[config.mk]
export PLATFORM = sky130hd
export DESIGN_NAME = ram_slot_allocator
export DESIGN_NICKNAME = d
export VERILOG_FILES = /design/src/rtl/ram_slot_allocator.sv
export SDC_FILE = /design/constraint.sdc
export NUM_CORES = 1
export LEC_CHECK = 0
export ABC_AREA = 0
export BUFFER_PORTS_ARGS = -buffer_cell sky130_fd_sc_hd__buf_2
export CAP_MARGIN = 20
export CORE_ASPECT_RATIO = 0.8
export CORE_MARGIN = 2
export CORE_UTILIZATION = 58
export CTS_BUF_LIST = sky130_fd_sc_hd__clkbuf_4
export DETAILED_ROUTE_END_ITERATION = 10
export GPL_TIMING_DRIVEN = 0
export PLACE_DENSITY = 0.83
export REMOVE_ABC_BUFFERS = 1
export SETUP_SLACK_MARGIN = 0.02
export SYNTH_ARGS = -nofsm -noshare
export SYNTH_HDL_FRONTEND = slang
export SYNTH_SLANG_ARGS = --single-unit
[constraint.sdc]
create_clock -name clk -period 4.9 [get_ports clk]
set_input_delay 0.735 -clock clk [delete_from_list [all_inputs] [get_ports clk]]
set_output_delay 0.735 -clock clk [all_outputs]
set_load 0.02 [all_outputs]
[src/rtl/ram_slot_allocator.sv]
// RAM slot allocator: owns the slot valid vector, grants the lowest free slot
// on request and retires slots on free, keeping a registered free-slot count.
module ram_slot_allocator #(
  parameter int unsigned SIZE_RAM     = 32,
  parameter int unsigned SIZE_RAM_LOG = 5
) (
  input  logic                    clk,
  input  logic                    rst,
  input  logic                    AllocReq,
  output logic                    AllocGnt,
  output logic [SIZE_RAM_LOG-1:0] AllocIdx,
  output logic                    AllocDeny,
  input  logic                    FreeReq,
  input  logic [SIZE_RAM_LOG-1:0] FreeIdx,
  output logic                    FreeErr,
  output logic [SIZE_RAM-1:0]     RamValid,
  output logic [SIZE_RAM_LOG:0]   FreeCount,
  output logic                    Full,
  output logic                    Empty
);

  localparam int unsigned CNT_W = SIZE_RAM_LOG + 1;

  typedef enum logic [0:0] {
    ST_INIT,
    ST_RUN
  } state_t;

  state_t                  state_q, state_d;
  logic [SIZE_RAM-1:0]     valid_d;
  logic [SIZE_RAM_LOG-1:0] idx_d;
  logic [CNT_W-1:0]        count_d;
  logic                    gnt_d, deny_d, err_d, full_d, empty_d;
  logic [SIZE_RAM_LOG-1:0] search_idx_c;
  logic                    found_c;
  logic                    alloc_ok_c, free_ok_c;

  // First-zero search: number of consecutive ones from bit 0 (0 when all set).
  always_comb begin
    search_idx_c = '0;
    found_c      = 1'b0;
    for (int unsigned i = 0; i < SIZE_RAM; i++) begin
      if (!found_c && !RamValid[SIZE_RAM_LOG'(i)]) begin
        search_idx_c = SIZE_RAM_LOG'(i);
        found_c      = 1'b1;
      end
    end
  end

  // Next-state and next-output logic; allocation always sees the pre-free vector.
  always_comb begin
    state_d    = state_q;
    valid_d    = RamValid;
    idx_d      = AllocIdx;
    count_d    = FreeCount;
    full_d     = Full;
    empty_d    = Empty;
    gnt_d      = 1'b0;
    deny_d     = 1'b0;
    err_d      = 1'b0;
    alloc_ok_c = 1'b0;
    free_ok_c  = 1'b0;
    case (state_q)
      ST_INIT: begin
        state_d = ST_RUN;
      end
      ST_RUN: begin
        alloc_ok_c = AllocReq && !Full;
        free_ok_c  = FreeReq && RamValid[FreeIdx];
        deny_d     = AllocReq && Full;
        err_d      = FreeReq && !RamValid[FreeIdx];
        gnt_d      = alloc_ok_c;
        if (alloc_ok_c) begin
          valid_d[search_idx_c] = 1'b1;
          idx_d                 = search_idx_c;
        end
        if (free_ok_c) begin
          valid_d[FreeIdx] = 1'b0;
        end
        count_d = FreeCount - CNT_W'(alloc_ok_c) + CNT_W'(free_ok_c);
        full_d  = (count_d == '0);
        empty_d = (count_d == CNT_W'(SIZE_RAM));
      end
      default: begin
        state_d = ST_INIT;
      end
    endcase
  end

  always_ff @(posedge clk) begin
    if (rst) begin
      state_q   <= ST_INIT;
      RamValid  <= '0;
      FreeCount <= CNT_W'(SIZE_RAM);
      Full      <= 1'b0;
      Empty     <= 1'b1;
      AllocGnt  <= 1'b0;
      AllocIdx  <= '0;
      AllocDeny <= 1'b0;
      FreeErr   <= 1'b0;
    end else begin
      state_q   <= state_d;
      RamValid  <= valid_d;
      FreeCount <= count_d;
      Full      <= full_d;
      Empty     <= empty_d;
      AllocGnt  <= gnt_d;
      AllocIdx  <= idx_d;
      AllocDeny <= deny_d;
      FreeErr   <= err_d;
    end
  end

  // The free count must always mirror the number of empty slots.
  a_count_matches : assert property (@(posedge clk) disable iff (rst)
    FreeCount == CNT_W'(SIZE_RAM - $countones(RamValid)));

endmodule

# Yosys cells after proc, flatten, opt, wreduce, memory -nomap -nowiden
# Cells that the tools add are included.
[word_totals]
output_inout_bits = 48
reg_bits = 49
elab_cells = 195
in_bits = 9
[classes]
reduce_logical = 103
n_addsub = 2
mux = 72
eq_ne = 1
magnitude_cmp = 4
bitwise = 4
[op_table]
columns = ["cell", "count"]
rows = [
  ["$mux W5", 30],
  ["$mux W32", 3],
  ["$logic_not A1 Y1", 63],
  ["$logic_and A1 B1 Y1", 37],
  ["$mux W1", 36],
  ["$and A32 B32 Y32", 1],
  ["$not A32 Y32", 1],
  ["$or A32 B32 Y32", 1],
  ["$lt A5 B6 Y1 const B", 2],
  ["$demux W1 S5", 2],
  ["$ge A5 B1 Y1 const B", 2],
  ["$add A6 B1 Y6", 1],
  ["$eq A6 B6 Y1 const B", 1],
  ["$logic_not A6 Y1", 1],
  ["$sub A6 B1 Y6", 1],
  ["$bmux W1 S5", 1],
  ["$reduce_and A2 Y1", 1],
  ["$reduce_or A2 Y1", 1],
  ["$not A1 Y1", 1],
]

# Longest topological paths before layout
[logic_depth]
depth_word = 102
depth_mapped = 19
depth_no_buf = 18

# Worst setup path after synthesis
# No wires, ideal clock.
[synth_path]
path_type = "input port to flip-flop"
from = "input FreeIdx[1]"
to = "register Full"
setup_time_ns = 0.128
arrival_time_ns = 3.549
path_buffers = 2
setup_slack_ns = 1.224
stages = 19
required_ns = 4.772
path_cell_list = "buf_4 > buf_6 > mux2i_1 > o22ai_1 > nor4_1 > mux2i_1 > nand2_1 > ha_1 > inv_1 > ha_1 > inv_1 > fa_1 > inv_1 > a21o_1 > a21oi_1 > xnor2_1 > nor3_1 > a22oi_1 > nor2_1"
[synth_between]
elab_chain_cells = 5
[synth_lines]
columns = ["element", "line", "rtl"]
rows = [
  ["from (decl)", "14", "input logic [SIZE_RAM_LOG-1:0] FreeIdx,"],
  ["$bmux W1 S5", "69", "free_ok_c = FreeReq && RamValid[FreeIdx];"],
  ["$mux W1 (not written as such)", "69", ""],
  ["$logic_and A1 B1 Y1", "69", ""],
  ["$add A6 B1 Y6", "80", "count_d = FreeCount - CNT_W'(alloc_ok_c) + CNT_W'(free_ok_c);"],
  ["$logic_not A6 Y1", "81", "full_d = (count_d == '0);"],
  ["to (signal assigned)", "105", "Full <= full_d;"],
  ["to (decl)", "18", "output logic Full,"],
]
# Every way passes these cells. The select of a mux whose other input is x is not followed.
# A chain may end at the register's enable or synchronous reset.

# Final worst setup path
# Same ends and word-level chain as after synthesis.

==> impl_results.md <==
- Syn. warnings: 0
- Largest net degree at the start of global routing: 44
- Gpl congestion: 0.944
- Peak supply drop: 0.176 mV
- Die X: 84.5 um
- CP Capture Type: register
- DRC: 0
- Netlist Area Pre-Place: 3010 um2
- RSZ-0062 raised after global routing: false
- Post-Synthesis Cells: 345
- Num CTS Buffers: 5
- DP HPWL: 5.96 mm
- Unique masters post-synth: 64
- R2R Path Start: RamValid[24]
- Max Cap Viol: 0
- Total wire length: 8.58 mm
- Final Hold Vio Count: 0
- WS Path Type: input port to register
- Final Util: 65.5%
- GR peak layer: met2
- Syn-to-layout area delta: 9.02%
- Register area share after synthesis: 32.6%
- Inserted Diodes: 0
- Gr ovfl total: 0
- Fillers: 449
- Final setup viols: 0
- Clock transition at the registers of the reported paths: 0.13 ns
- Sequential cell area: 981 um2
- Avg Inst Size Synth: 8.73 um2
- Main flop type after synthesis: dfxtp_1
- Share of cells above drive strength 1: 22.1%
- Hold_buf cts: 0
- Root Buffer: clkbuf_4
- Worst setup SP type: input port
- CP Max Fanout: 19
- P per Cell Area: 253 nW/um2
- Critical path's largest stage delay: 0.60 ns
- H-tree level count: 2
- CP Cell Sequence: buf_2 > mux2i_1 > o22ai_1 > nor4_1 > mux2i_1 > nand2_1 > ha_1 > inv_1 > ha_1 > inv_1 > fa_1 > inv_1 > a21o_1 > a21oi_1 > xnor2_1 > nor3_1 > a22oi_1 > nor2_1
- Worst Path Arrival: 4.37 ns
- First-pass GRT wire length: 13.8 mm
- Final slew viol count: 0
- Routed wire per std cell: 19.0 um
- Post-CTS sizing: 0
- Tmin final: 4.13 ns
- Part of the cycle the worst path needs: 84.3%
- Outcome: complete, no violations
- Fin Setup TNS: 0 ns
- Hold Crit Class: register to register
- Asr flop ratio synth: 0%
- Leak: 1.28 nW
- Fmax: 0.242 GHz
- GRT Util Overall: 30.6%
- Port Buffers: 56
- Postcts setup bufs: 0
- Post-synth EDFFs: 0
- DR vias: 3,023
- I/O Pins: 57
- Relative slew slack: 27.6%
- Cell mode on critical path: inv_1
- Die ar.: 5790 um2
- Met2 Usage GRT: 46.0%
- RR Endpoint: Full
- Drt pass-1 iters: 5
- Initial antenna violation count: 0
- Row count: 23
- Clk sinks: 49
- Worst Setup SP: FreeIdx[1]
- Chip height: 68.4 um
- Avg Vias per Cell: 6.69
- Initial DRC Count: 352
- Nets: 406
- CP endpoint: Full
- Worst skew pair latency: 0.38 ns
- Multi-input gate area: 1820 um2
- Crit-path slowest cell: nor4_1
- CTS tree: built
- Register bit total from synthesis: 49
- Worst r2r path cells: 17
- Met1 Resource Use GR: 44.2%
- Critical Path RT: 5.13 ns
- Core Area: 5010 um2
- Starting Density: 60.1%
- Final ANT Viol Nets: 0
- Number of global-route vias before repair: 2,690
- Met3 Use GR: 5.91%
- CTS Buffer Depth: 2
- Skew final: 0.0154 ns
- Worst-Margin Slew: 1.08 ns
- R2R Setup Slk: 1.33 ns
[worst min-delay path by stage]
stage / to / slack (ns) / cells past startpoint / from
4_1_cts: AllocIdx[4] / 0.47 / 2 / AllocIdx[4]
5_1_grt: AllocIdx[4] / 0.49 / 2 / AllocIdx[4]
3_5_place_dp: AllocIdx[4] / 0.45 / 2 / AllocIdx[4]
2_1_floorplan: AllocIdx[4] / 0.52 / 2 / AllocIdx[4]
3_3_place_gp: AllocIdx[4] / 0.44 / 2 / AllocIdx[4]
6_report: AllocIdx[4] / 0.46 / 2 / AllocIdx[4]
[cell families (layout without fill, tap and decap cells)]
logic type,after synthesis,count (layout),synth area share [%]
and+or+nand+nor,115,115,23.6
AOI/OAI and AO/OA,112,112,25.3
DFF,49,49,32.6
buffers and inverters,36,81,6.86
muxes,21,21,6.98
adders and majority gates,7,7,3.16
xor gates and xnor gates,5,5,1.45
[cell usage in the layout, fill, tap and decap left out, types with 11 or more instances in the layout]
master    synthesis  layout
a211oi_1         26      26
inv_1            17      17
mux2i_1          21      21
a31oi_1          18      18
nand3_1          11      11
a21oi_1          26      26
buf_2             5      56
dfxtp_1          49      49
nand2_1          20      20
nor2_1           25      25
[power by group]
group | switching (W) | internal, W
sequential | 0.0000173 | 0.000416
combinational | 0.000134 | 0.0000774
clock | 0.000128 | 0.0000580
[area by class of cell]
type	count	share of cell area (%)
multi-input combinational	260	55.5
sequential	49	29.9
timing repair buffer	57	8.77
tap	62	2.36
inverter	17	1.94
clock buffer	6	1.37
clock inverter	1	0.114
[metal layers]
| layer | up-vias | routed length [um] | part of all wire (%) |
|---|---|---|---|
| met1 | 1401 | 3830 | 45 |
| li1 | 1410 | - | - |
| met3 | 9 | 977 | 11 |
| met5 | - | 0 | 0 |
| met2 | 203 | 3700 | 43 |
| met4 | 0 | 76 | 0.89 |
[metrics by stage]
| stage | total power (W) | hold slack [ns] | std cells | cell area [um2] | worst slack, ns |
|---|---|---|---|---|---|
| 5_1_grt | 0.000868 | 0.491 | 452 | 3280 | 0.524 |
| 3_3_place_gp | 0.000639 | 0.435 | 444 | 3230 | 0.580 |
| 2_1_floorplan | 0.000583 | 0.524 | 326 | 2870 | 1.51 |
| 3_5_place_dp | 0.000649 | 0.446 | 444 | 3230 | 0.457 |
| 4_1_cts | 0.000827 | 0.465 | 451 | 3270 | 0.844 |
| 6_report | 0.000831 | 0.463 | 452 | 3280 | 0.768 |
[synth_stat cells, drive strengths merged (6+ instances only)]
cell type / count / area, um2
o22ai: 8 / 50.1
buf: 13 / 120
nand2: 20 / 75.1
a31oi: 18 / 113
o21ai: 10 / 50.1
dfxtp: 49 / 981
a21oi: 26 / 130
mux2i: 21 / 210
nand4: 10 / 62.6
nand3: 12 / 65.1
inv: 17 / 63.8
a211oi: 27 / 208
ha: 6 / 75.1
nor2: 27 / 111
and2: 6 / 37.5
clkbuf: 6 / 22.5
[state kept, by name, summed over array words and instances (netlist names)]
register and cells:
AllocDeny 1, AllocGnt 1, AllocIdx 5, Empty 1, FreeCount 6, FreeErr 1, Full 1, RamValid 32
state_q 1
[worst max-delay path, delay by kind of cell]
family | cells | cell delay [ns]
compound gates | 4 | 0.49
xor+xnor | 1 | 0.27
fa+ha+maj | 3 | 0.77
buf+inv | 4 | 0.66
mux | 2 | 0.56
simple gates | 4 | 0.86
(Power assumes the default switching activity.)
